**src/rtl/mpu_clock_gen_pkg.sv**
```systemverilog
// Shared types and constants for the MPU clock-enable generator.
package mpu_clock_gen_pkg;

  typedef enum logic [1:0] {CLK_RUN, CLK_HALT, CLK_STEP} mpu_clk_state_t;

  // MODULUS/INC pair giving exactly 32.768 kHz from the 99.287 MHz system clock
  localparam int unsigned MPU_CLK_MODULUS_EXACT = 99_287_040;
  localparam int unsigned MPU_CLK_INC_EXACT     = 32_768;

endpackage

```
**src/rtl/mpu_clock_gen_phase_acc.sv**
```systemverilog
// Phase accumulator: adds inc_eff on each advancing cycle, wraps at MODULUS
// keeping the remainder, and registers a one-cycle clk_en on every wrap.
module mpu_phase_acc #(
  parameter int ACC_WIDTH = 27,
  parameter int MODULUS   = 3060
) (
  input  logic                 clk,
  input  logic                 reset,
  input  logic                 advance_i,
  input  logic [ACC_WIDTH-1:0] inc_eff_i,
  output logic                 clk_en_o,
  output logic                 wrap_o
);

  localparam logic [ACC_WIDTH-1:0] MOD = ACC_WIDTH'(MODULUS);

  logic [ACC_WIDTH-1:0] acc_q, acc_d, sum;
  logic                 clk_en_q, clk_en_d;

  // Next accumulator value; remainder is carried so the long-run rate is exact
  always_comb begin
    sum      = acc_q + inc_eff_i;
    wrap_o   = (sum >= MOD);
    acc_d    = acc_q;
    clk_en_d = 1'b0;
    if (advance_i) begin
      acc_d    = wrap_o ? (sum - MOD) : sum;
      clk_en_d = wrap_o;
    end
  end

  // Accumulator and enable registers
  always_ff @(posedge clk) begin
    if (reset) begin
      acc_q    <= '0;
      clk_en_q <= 1'b0;
    end else begin
      acc_q    <= acc_d;
      clk_en_q <= clk_en_d;
    end
  end

  assign clk_en_o = clk_en_q;

endmodule

```
**src/rtl/mpu_clock_gen.sv**
```systemverilog
// MPU clock-enable generator: run/halt/single-step control around a phase
// accumulator, plus a sub-divided tick. Optional turbo multiplier is built
// only when MPU_CLOCK_TURBO_EN is defined.
module mpu_clock_gen
  import mpu_clock_gen_pkg::*;
#(
  parameter int ACC_WIDTH    = 27,
  parameter int MODULUS      = 3060,
  parameter int INC          = 1,
  parameter int SUB_DIV      = 32,
  parameter bit START_HALTED = 1'b0
) (
  input  logic       clk,
  input  logic       reset,
  input  logic       halt,
  input  logic       step,
  input  logic [1:0] turbo_sel,
  output logic       clk_en,
  output logic       sub_tick,
  output logic       halted
);

  localparam mpu_clk_state_t RST_STATE = START_HALTED ? CLK_HALT : CLK_RUN;
  localparam int SW = (SUB_DIV > 1) ? $clog2(SUB_DIV) : 1;
  localparam logic [SW-1:0] SUB_LAST = SW'(SUB_DIV - 1);

  mpu_clk_state_t       state_q, state_d;
  logic                 advance, wrap;
  logic [ACC_WIDTH-1:0] inc_eff;
  logic [SW-1:0]        sub_cnt_q, sub_cnt_d;
  logic                 sub_tick_q, sub_tick_d;

`ifdef MPU_CLOCK_TURBO_EN
  assign inc_eff = ACC_WIDTH'(INC) << turbo_sel;
`else
  logic turbo_unused;
  assign turbo_unused = ^turbo_sel;
  assign inc_eff      = ACC_WIDTH'(INC);
`endif

  mpu_phase_acc #(
    .ACC_WIDTH (ACC_WIDTH),
    .MODULUS   (MODULUS)
  ) u_acc (
    .clk       (clk),
    .reset     (reset),
    .advance_i (advance),
    .inc_eff_i (inc_eff),
    .clk_en_o  (clk_en),
    .wrap_o    (wrap)
  );

  // Run/halt/step control; halt freezes the accumulator in the cycle it is seen
  always_comb begin
    state_d = state_q;
    advance = 1'b0;
    case (state_q)
      CLK_RUN: begin
        if (halt) state_d = CLK_HALT;
        else      advance = 1'b1;
      end
      CLK_HALT: begin
        if (!halt)     state_d = CLK_RUN;
        else if (step) state_d = CLK_STEP;
      end
      CLK_STEP: begin
        advance = 1'b1;
        if (!halt)     state_d = CLK_RUN;   // pending step merges into running
        else if (wrap) state_d = CLK_HALT;  // one enable released, back to halt
      end
      default: state_d = RST_STATE;
    endcase
  end

  // Sub-divider: counts produced enables, ticks alongside every SUB_DIV-th one
  always_comb begin
    sub_cnt_d  = sub_cnt_q;
    sub_tick_d = 1'b0;
    if (advance && wrap) begin
      if (sub_cnt_q == SUB_LAST) begin
        sub_cnt_d  = '0;
        sub_tick_d = 1'b1;
      end else begin
        sub_cnt_d = sub_cnt_q + SW'(1);
      end
    end
  end

  // State and sub-divider registers
  always_ff @(posedge clk) begin
    if (reset) begin
      state_q    <= RST_STATE;
      sub_cnt_q  <= '0;
      sub_tick_q <= 1'b0;
    end else begin
      state_q    <= state_d;
      sub_cnt_q  <= sub_cnt_d;
      sub_tick_q <= sub_tick_d;
    end
  end

  assign sub_tick = sub_tick_q;
  assign halted   = (state_q != CLK_RUN);

endmodule
```
**config.mk**
```make
export PLATFORM = sky130hd
export DESIGN_NAME = mpu_clock_gen
export DESIGN_NICKNAME = d
export VERILOG_FILES = /design/src/rtl/mpu_clock_gen_pkg.sv /design/src/rtl/mpu_clock_gen_phase_acc.sv /design/src/rtl/mpu_clock_gen.sv
export SDC_FILE = /design/constraint.sdc
export NUM_CORES = 1
export LEC_CHECK = 0
export BUFFER_PORTS_ARGS = -buffer_cell sky130_fd_sc_hd__buf_2
export CAP_MARGIN = 15
export CELL_PAD_IN_SITES_DETAIL_PLACEMENT = 1
export CELL_PAD_IN_SITES_GLOBAL_PLACEMENT = 1
export CORE_AREA = 2 2 113 115
export CTS_BUF_LIST = sky130_fd_sc_hd__clkbuf_4 sky130_fd_sc_hd__clkbuf_8
export CTS_CLUSTER_DIAMETER = 80
export DETAILED_ROUTE_END_ITERATION = 7
export DIE_AREA = 0 0 115 117
export GPL_TIMING_DRIVEN = 0
export PLACE_DENSITY = 0.59
export REMOVE_ABC_BUFFERS = 1
export SLEW_MARGIN = 20
export SYNTH_ARGS = -nofsm -noshare
export SYNTH_HDL_FRONTEND = slang
export SYNTH_HIERARCHICAL = 1
export SYNTH_SLANG_ARGS = --single-unit
```
**constraint.sdc**
```tcl
create_clock -name clk -period 5.35 [get_ports clk]
set_input_delay 0.8025 -clock clk [delete_from_list [all_inputs] [get_ports clk]]
set_output_delay 0.8025 -clock clk [all_outputs]
set_load 0.005 [all_outputs]
```
==> results of run 1 <==
cell families after synthesis:
| kind of cell | share of synthesized area [%] |
|---|---|
| buf+inv | 6.04 |
| compound gates | 28.4 |
| mux | 1.84 |
| fa+ha+maj | 11.0 |
| other cells | 0.208 |
| simple gates | 25.5 |
| flops | 20.0 |
| xor+xnor | 7.05 |
critical path, cell delays in order (launching register included):
cell      delay (ns)
dfxtp_1         0.32
ha_1            0.22
fa_1            0.50
a211oi_2        0.26
o21ai_1         0.18
o221a_1         0.36
or2_1           0.30
o311a_1         0.34
or4_4           0.45
and4bb_4        0.42
and3_4          0.45
inv_4           0.16
nand2b_1        0.27
or4_1           0.16
a21oi_1         0.06
worst max path at each step:
stage,cells after the start,end,slack [ns],from
global route,14,sub_cnt_q[0],0.41,u_acc/acc_q[0]
detailed placement,14,sub_cnt_q[2],0.72,u_acc/acc_q[0]
global placement,6,u_acc/acc_q[21],0.40,halt
floorplan,12,u_acc/acc_q[3],1.42,u_acc/acc_q[0]
CTS,14,sub_cnt_q[2],0.70,u_acc/acc_q[0]
finish,14,sub_cnt_q[2],0.73,u_acc/acc_q[0]
area by class of cell:
class                           instances  area [µm²]
Tap cell                              150         188
Multi-Input combinational cell        407        2770
Fill cell                            1528        8440
Inverter                               13        51.3
Sequential cell                        36         721
Timing Repair Buffer                    7        50.0
Clock buffer                            5        68.8
Clock inverter                          3        18.8
routing by layer:
metal	track usage [%]	up-vias
met3	2.52	10
met1	20.7	1681
met4	4.10	0
li1	-	1731
met2	27.2	14
met5	0	-
registers in the layout, indices dropped and copies added, names as in the netlist:
signal,cells
u_acc/clk_en_o,1
state_q,2
sub_cnt_q,5
u_acc/acc_q,27
sub_tick,1
stage by stage:
stage                     total power, mW  utilization (%)  std cells
final                                1.20             31.4        621
after global routing                 1.31             31.4        621
after CTS                            1.20             31.4        621
after detailed placement            0.975             30.7        613
after global placement              0.957             30.5        612
after floorplan                     0.829                -        456
layout by cell type, fill, tap and decap left out, types with 4 or more instances in the layout:
cell type	instances
nand2b_1	7
conb_1	28
inv_1	12
buf_2	6
mux2i_1	4
xor2_1	13
or3_1	10
nor2_1	46
o21ai_0	21
xnor2_1	16
a21oi_1	28
nand4_1	5
a311oi_1	17
nand2_1	31
a211oi_1	10
dfxtp_1	36
nor3_1	10
o31ai_1	10
ha_1	30
or4_1	11
o21a_1	6
a31oi_1	9
nand3_1	13
a21oi_2	4
and3_1	5
a21o_1	11
clkbuf_8	5
power by group:
group | switching, mW | internal [mW] | leakage, nW
clock network | 0.123 | 0.0912 | 0.0479
registers | 0.0201 | 0.300 | 0.297
logic | 0.414 | 0.252 | 1.20
==> flow_summary.yaml, run 1 <==
synthesis:
  synth_top_area_share_pct: 20.0
  yosys-top-cells-area: "dfxtp_1 20%, ha_1 10%, nor2_1 4.9%, a311oi_1 4.1%, a21oi_1 3.9%"
  synth_seq_area_share_pct: 20.0
  netlist_area_um2: 3600
  synthArstFlopShare_pct: 0
  synth.most_common_cell: "nor2_1"
  ys_types: 70
  avgSynthCellArea_um2: 7.89
  ys.warnings.count: 6
  ys_top_cells_by_count: "47 x nor2_1, 36 x dfxtp_1, 31 x nand2_1"
  ys_ff_latch: 36
  synth_edf_count: 0
  synth_top_cell_by_area: "dfxtp_1"
  synth_cells: 457
  synthFlopType: "dfxtp_1"
floorplan:
  start_util_pct: 29.3
  dieWidth_um: 115
  die_area_um2: 13500
  fp-row-count: 41
  io_pins: 9
  die_h_um: 117
  core_um2: 12300
clock_tree:
  cts_hold_buffers: 0
  clk_path_buf_depth: 2
  cts_made_buffers: 5
  clk_pin_slew_ns: 0.09
  clock-sinks: 36
  postCtsSetupBuffers: 0
  clock-root-buffer: "clkbuf_8"
  h-tree-depth: 2
  clkLatencyLatePin_ns: 0.31
  ctsResizeCount: 0
  cts_tree: "yes"
routing:
  wl_met1_mm: 5.03
  wl_per_cell_um: 16.3
  vias: 3436
  totalWireLength_mm: 10.1
  drt_iter0_markers: 96
  postRouteAntennaNets: 0
  met2_length_mm: 4.81
  drc_errors: 0
  via_per_inst: 5.53
  highest_layer: "met4"
  firstDrtPassIters: 4
  routed-wl-met3_um: 183
setup_path:
  path_class: "flip-flop to flip-flop"
  r2r_end: "sub_cnt_q[2]"
  crit_required_ns: 5.51
  critPathLaunchType: "flip-flop"
  reg2reg_depth: 14
  worstPathArrival_ns: 4.78
  critical_path.max_fanout: 31
  r2r_slack_ns: 0.73
  r2r-start: "u_acc/acc_q[0]"
  end_kind: "flip-flop"
placement:
  place_congestion: 0.788
  port_buffers: 6
  placed_area_um2: 3780
  place_ws_ns: 0.723
  hpwl_mm: 7.73
global_route:
  grt_max_degree: 38
  antenna_found_initial: 0
  grt_pass1_vias: 3303
  grt_overflow_total: 0
  grt_use_total_pct: 15.8
  grt_first_pass_wirelength_mm: 16.8
finish:
  drive_above_1_share_pct: 7.86
  num_antenna_cells: 0
  areaGrowthSynthToFinish_pct: 7.32
  stdcell_area_um2: 3870
  layout.nets: 507
sta:
  max_freq_mhz: 217
  period_share_pct: 86.3
  setup_viol: 0
  fin_crit_ns: 4.62
  tightest_slew_ns: 0.782
  hold_ws_ns: 0.495
  worst_slack_ns: 0.735
  worst_slew_margin_rel_pct: 47.9
  finalMaxSlewViolations: 0
  clock_skew_ns: 0.0104
  rsz0062_at_grt: "no"
  tns_ns: 0
  hold_viol: 0
job:
  cap_violations: 0
status:
  outcome: "completed"
power:
  vdd_ir_drop_max_v: 0.000128
  leakagePower_nw: 1.55
  cellPowerDensity_nw_per_um2: 310
hold_path:
  hp-class: "flip-flop to flip-flop"
  min_path_cells: 2
  min_from: "u_acc/acc_q[14]"
  hold_path_end: "u_acc/acc_q[14]"
No activity file was read; power rests on OpenSTA's default activity.
==> run 2: changes to the inputs <==
- PLACE_DENSITY: 0.59 -> unset
- PLACE_DENSITY_LB_ADDON: unset -> 0.1
==> flow_summary.yaml, run 2 (synthesis results as in run 1) <==
status:
  outcome: "completed"
clock_tree:
  h-tree-depth: 2
  clkLatencyLatePin_ns: 0.31
  clock-root-buffer: "clkbuf_8"
  cts_made_buffers: 5
  ctsResizeCount: 0
  clk_path_buf_depth: 2
  clk_pin_slew_ns: 0.09
  cts_hold_buffers: 0
  cts_tree: "yes"
  postCtsSetupBuffers: 0
  clock-sinks: 36
placement:
  hpwl_mm: 8.16
  placed_area_um2: 3780
  port_buffers: 6
  place_ws_ns: 0.722
  place_congestion: 0.743
routing:
  drc_errors: 0
  vias: 3407
  drt_iter0_markers: 123
  firstDrtPassIters: 4
  postRouteAntennaNets: 0
  via_per_inst: 5.49
  wl_per_cell_um: 17.2
  totalWireLength_mm: 10.7
job:
  cap_violations: 0
global_route:
  grt_overflow_total: 0
  grt_pass1_vias: 3336
  antenna_found_initial: 0
  met1_usage_pct: 22.5
  busiest_layer: "met2"
  grt_first_pass_wirelength_mm: 17.6
  met2_usage_pct: 29.0
  grt_max_degree: 38
  grt_use_total_pct: 16.7
  grt_use_met3_pct: 2.21
power:
  seqPwrFrac_pct: 25.0
  leakagePower_nw: 1.57
  power_frac_clock_pct: 22.3
  cellPowerDensity_nw_per_um2: 326
  p_int_uw: 717
  vdd_ir_drop_max_v: 0.000123
  switching_share_pct: 43.8
  p_sw_uw: 558
  power_frac_comb_pct: 52.7
setup_path:
  critical-path-slowest-cell: "fa_1"
  crit_chain: "ha_1, fa_1, a211oi_2, o21ai_1, o221a_1, or2_1, o311a_1, or4_4, and4bb_4, and3_4, inv_4, nand2b_1, or4_1, a21oi_1"
  end_kind: "flip-flop"
  worstPathArrival_ns: 4.79
  cpPeakStageDelay_ns: 0.49
  critical_path.max_fanout: 31
  crit_required_ns: 5.51
  path_class: "flip-flop to flip-flop"
  r2r_slack_ns: 0.72
  critPathLaunchType: "flip-flop"
sta:
  worst_slack_ns: 0.720
  rsz0062_at_grt: "no"
  max_freq_mhz: 216
  setup_viol: 0
  finalMaxSlewViolations: 0
  hold_viol: 0
  tns_ns: 0
  hold_ws_ns: 0.492
  fin_crit_ns: 4.63
  tightest_slew_ns: 0.819
  clock_skew_ns: 0.0121
  worst_slew_margin_rel_pct: 45.4
  period_share_pct: 86.5
floorplan:
  fp-row-count: 41
  io_pins: 9
  die_h_um: 117
  dieWidth_um: 115
  core_um2: 12300
  die_area_um2: 13500
  start_util_pct: 29.3
finish:
  areaGrowthSynthToFinish_pct: 8.40
  final_util_pct: 31.7
  reg.largest.list: "u_acc/acc_q x27, sub_cnt_q x5, state_q x2"
  mostFrequentLayoutCells: "46 x nor2_1, 36 x dfxtp_1, 31 x nand2_1"
  stdcell_area_um2: 3910
  drive_above_1_share_pct: 7.86
  num_antenna_cells: 0
  largest_register_ffs: 27
  layout.nets: 507
  final_common_cell: "nor2_1"
  regMostFlops: "u_acc/acc_q"
hold_path:
  hp-class: "flip-flop to flip-flop"
==> run 2: cell count changes in the layout (fill, tap and decap cells not counted) <==
cell,delta
clkbuf_8,+2
clkinv_2,-2
bufinv_16,+1
clkinv_4,-1
==> run 2: per-stage QoR <==
step | total power, mW | cells
floorplan | 0.829 | 456
global placement | 0.967 | 612
detailed placement | 0.978 | 613
CTS | 1.28 | 621
global route | 1.39 | 621
finish | 1.28 | 621
==> run 2: layout make-up <==
class	count	area, µm²
clock inverters	1	30.0
flip-flops and latches	36	721
clock buffers	7	96.3
multi-input cells	407	2770
fillers	1505	8400
inverters	13	51.3
well taps	150	188
repair buffers	7	50.0
==> run 2: power by group through the flow <==
stage	clock, mW	sequential (mW)	combinational (mW)
4_1_cts	0.299	0.319	0.658
3_5_place_dp	0	0.326	0.653
2_1_floorplan	0	0.320	0.510
5_1_grt	0.309	0.323	0.762
6_report	0.284	0.319	0.673
3_3_place_gp	0	0.324	0.643
==> run 2: final timing paths <==
path | startpoint | to | cells past startpoint
worst max register to register | u_acc/acc_q[0] | sub_cnt_q[0] | 14
worst min register to register | u_acc/acc_q[7] | u_acc/acc_q[7] | 2
worst max-delay path | u_acc/acc_q[0] | sub_cnt_q[0] | 14
worst min-delay path | u_acc/acc_q[7] | u_acc/acc_q[7] | 2
==> run 2: routing by layer <==
metal,up-vias,share of wire (%)
met5,-,0
met2,19,48
met3,5,1.6
met4,0,0.51
li1,1726,-
met1,1657,50
==> run 2: worst max-delay path, delay by kind of cell, from the launching register on <==
family                     cells  cell delay (ns)
AOI/OAI and AO/OA              5             1.23
adders and majority gates      2             0.70
buffers and inverters          1             0.17
DFF                            1             0.32
and+or+nand+nor                6             2.07
==> run 3: changes to the inputs <==
- BUFFER_PORTS_ARGS: -buffer_cell sky130_fd_sc_hd__buf_2 -> unset
- DONT_BUFFER_PORTS: unset -> 1
==> flow_summary.yaml, run 3 (synthesis results as in run 1) <==
clock_tree:
  clock-sinks: 36
  clk_path_buf_depth: 2
  postCtsSetupBuffers: 0
  clk_pin_slew_ns: 0.09
  cts_made_buffers: 5
  cts_hold_buffers: 0
  clkLatencyLatePin_ns: 0.30
  h-tree-depth: 2
  clock-root-buffer: "clkbuf_8"
  cts_tree: "yes"
  ctsResizeCount: 0
sta:
  tightest_slew_ns: 0.801
  clock_skew_ns: 0.0151
  max_freq_mhz: 218
  setup_viol: 0
  hold_ws_ns: 0.482
  fin_crit_ns: 4.58
  period_share_pct: 85.6
  hold_viol: 0
  worst_slew_margin_rel_pct: 46.5
  rsz0062_at_grt: "no"
  finalMaxSlewViolations: 0
  tns_ns: 0
routing:
  wl_per_cell_um: 17.5
  postRouteAntennaNets: 0
  firstDrtPassIters: 4
  vias: 3363
  drt_iter0_markers: 100
  via_per_inst: 5.47
  drc_errors: 0
  totalWireLength_mm: 10.7
finish:
  stdcell_area_um2: 3860
  reg.largest.list: "u_acc/acc_q x27, sub_cnt_q x5, state_q x2"
  areaGrowthSynthToFinish_pct: 7.15
  final_common_cell: "nor2_1"
  largest_register_ffs: 27
  mostFrequentLayoutCells: "46 x nor2_1, 36 x dfxtp_1, 31 x nand2_1"
  drive_above_1_share_pct: 6.67
  regMostFlops: "u_acc/acc_q"
  stdcell_count: 615
  num_antenna_cells: 0
  layout.nets: 501
floorplan:
  die_h_um: 117
  start_util_pct: 29.3
  core_um2: 12300
  io_pins: 9
  fp-row-count: 41
  dieWidth_um: 115
  die_area_um2: 13500
setup_path:
  crit_required_ns: 5.59
  critPathLaunchType: "flip-flop"
  path_class: "flip-flop to flip-flop"
  worstPathArrival_ns: 4.82
  critical_path.max_fanout: 31
  end_kind: "flip-flop"
placement:
  hpwl_mm: 8.10
  port_buffers: 0
  placed_area_um2: 3750
  dp_cells: 607
  place_congestion: 0.781
hold_path:
  hp-class: "flip-flop to flip-flop"
global_route:
  antenna_found_initial: 0
  grt_pass1_vias: 3416
  grt_first_pass_wirelength_mm: 17.9
  grt_overflow_total: 0
  grt_use_total_pct: 16.9
  grt_max_degree: 38
job:
  cap_violations: 0
power:
  leakagePower_nw: 1.53
  vdd_ir_drop_max_v: 0.000138
  cellPowerDensity_nw_per_um2: 322
status:
  outcome: "completed"
==> run 3: through the flow <==
step | utilization [%] | total power, mW | setup WS (ns)
after floorplan | - | 0.829 | 1.42
after global placement | 30.2 | 0.960 | 0.444
after detailed placement | 30.5 | 0.974 | 0.747
after CTS | 31.4 | 1.25 | 0.742
after global routing | 31.4 | 1.36 | 0.375
final | 31.4 | 1.25 | 0.770
==> run 3: area by class of cell <==
cell class | instances | area (µm²)
clock inverters | 3 | 42.5
repair buffers | 1 | 20.0
flip-flops and latches | 36 | 721
well taps | 150 | 188
fillers | 1535 | 8450
clock buffers | 5 | 68.8
multi-input cells | 407 | 2770
inverters | 13 | 51.3
==> run 3: worst paths after layout <==
check	from	end	slack (ns)	depth (start not counted)
max reg2reg	u_acc/acc_q[0]	sub_cnt_q[1]	0.77	14
min	sub_cnt_q[3]	sub_cnt_q[3]	0.48	2
min reg2reg	sub_cnt_q[3]	sub_cnt_q[3]	0.48	2
max	u_acc/acc_q[0]	sub_cnt_q[1]	0.77	14
==> run 3: report_power, final <==
group	switching (mW)	leakage (nW)	internal, mW
clock network	0.122	0.0541	0.138
logic	0.415	1.18	0.251
registers	0.0192	0.297	0.299
total	0.556	1.53	0.689
==> run 3: critical path, stage by stage (launching register included) <==
cell,delay [ns]
dfxtp_1,0.32
ha_1,0.22
fa_1,0.49
a211oi_2,0.25
o21ai_1,0.18
o221a_1,0.35
or2_1,0.30
o311a_1,0.35
or4_4,0.45
and4bb_4,0.41
and3_4,0.47
inv_4,0.17
nand2b_1,0.27
o21ai_0,0.12
a21oi_1,0.17
==> run 3: layer usage <==
layer  track usage [%]  vias up  routed length [µm]
met4              3.13        0                 101
li1                  -     1718                   -
met2              29.9       22                5140
met1              22.3     1615                5260
met5                 0        -                   0
met3              2.32        8                 243
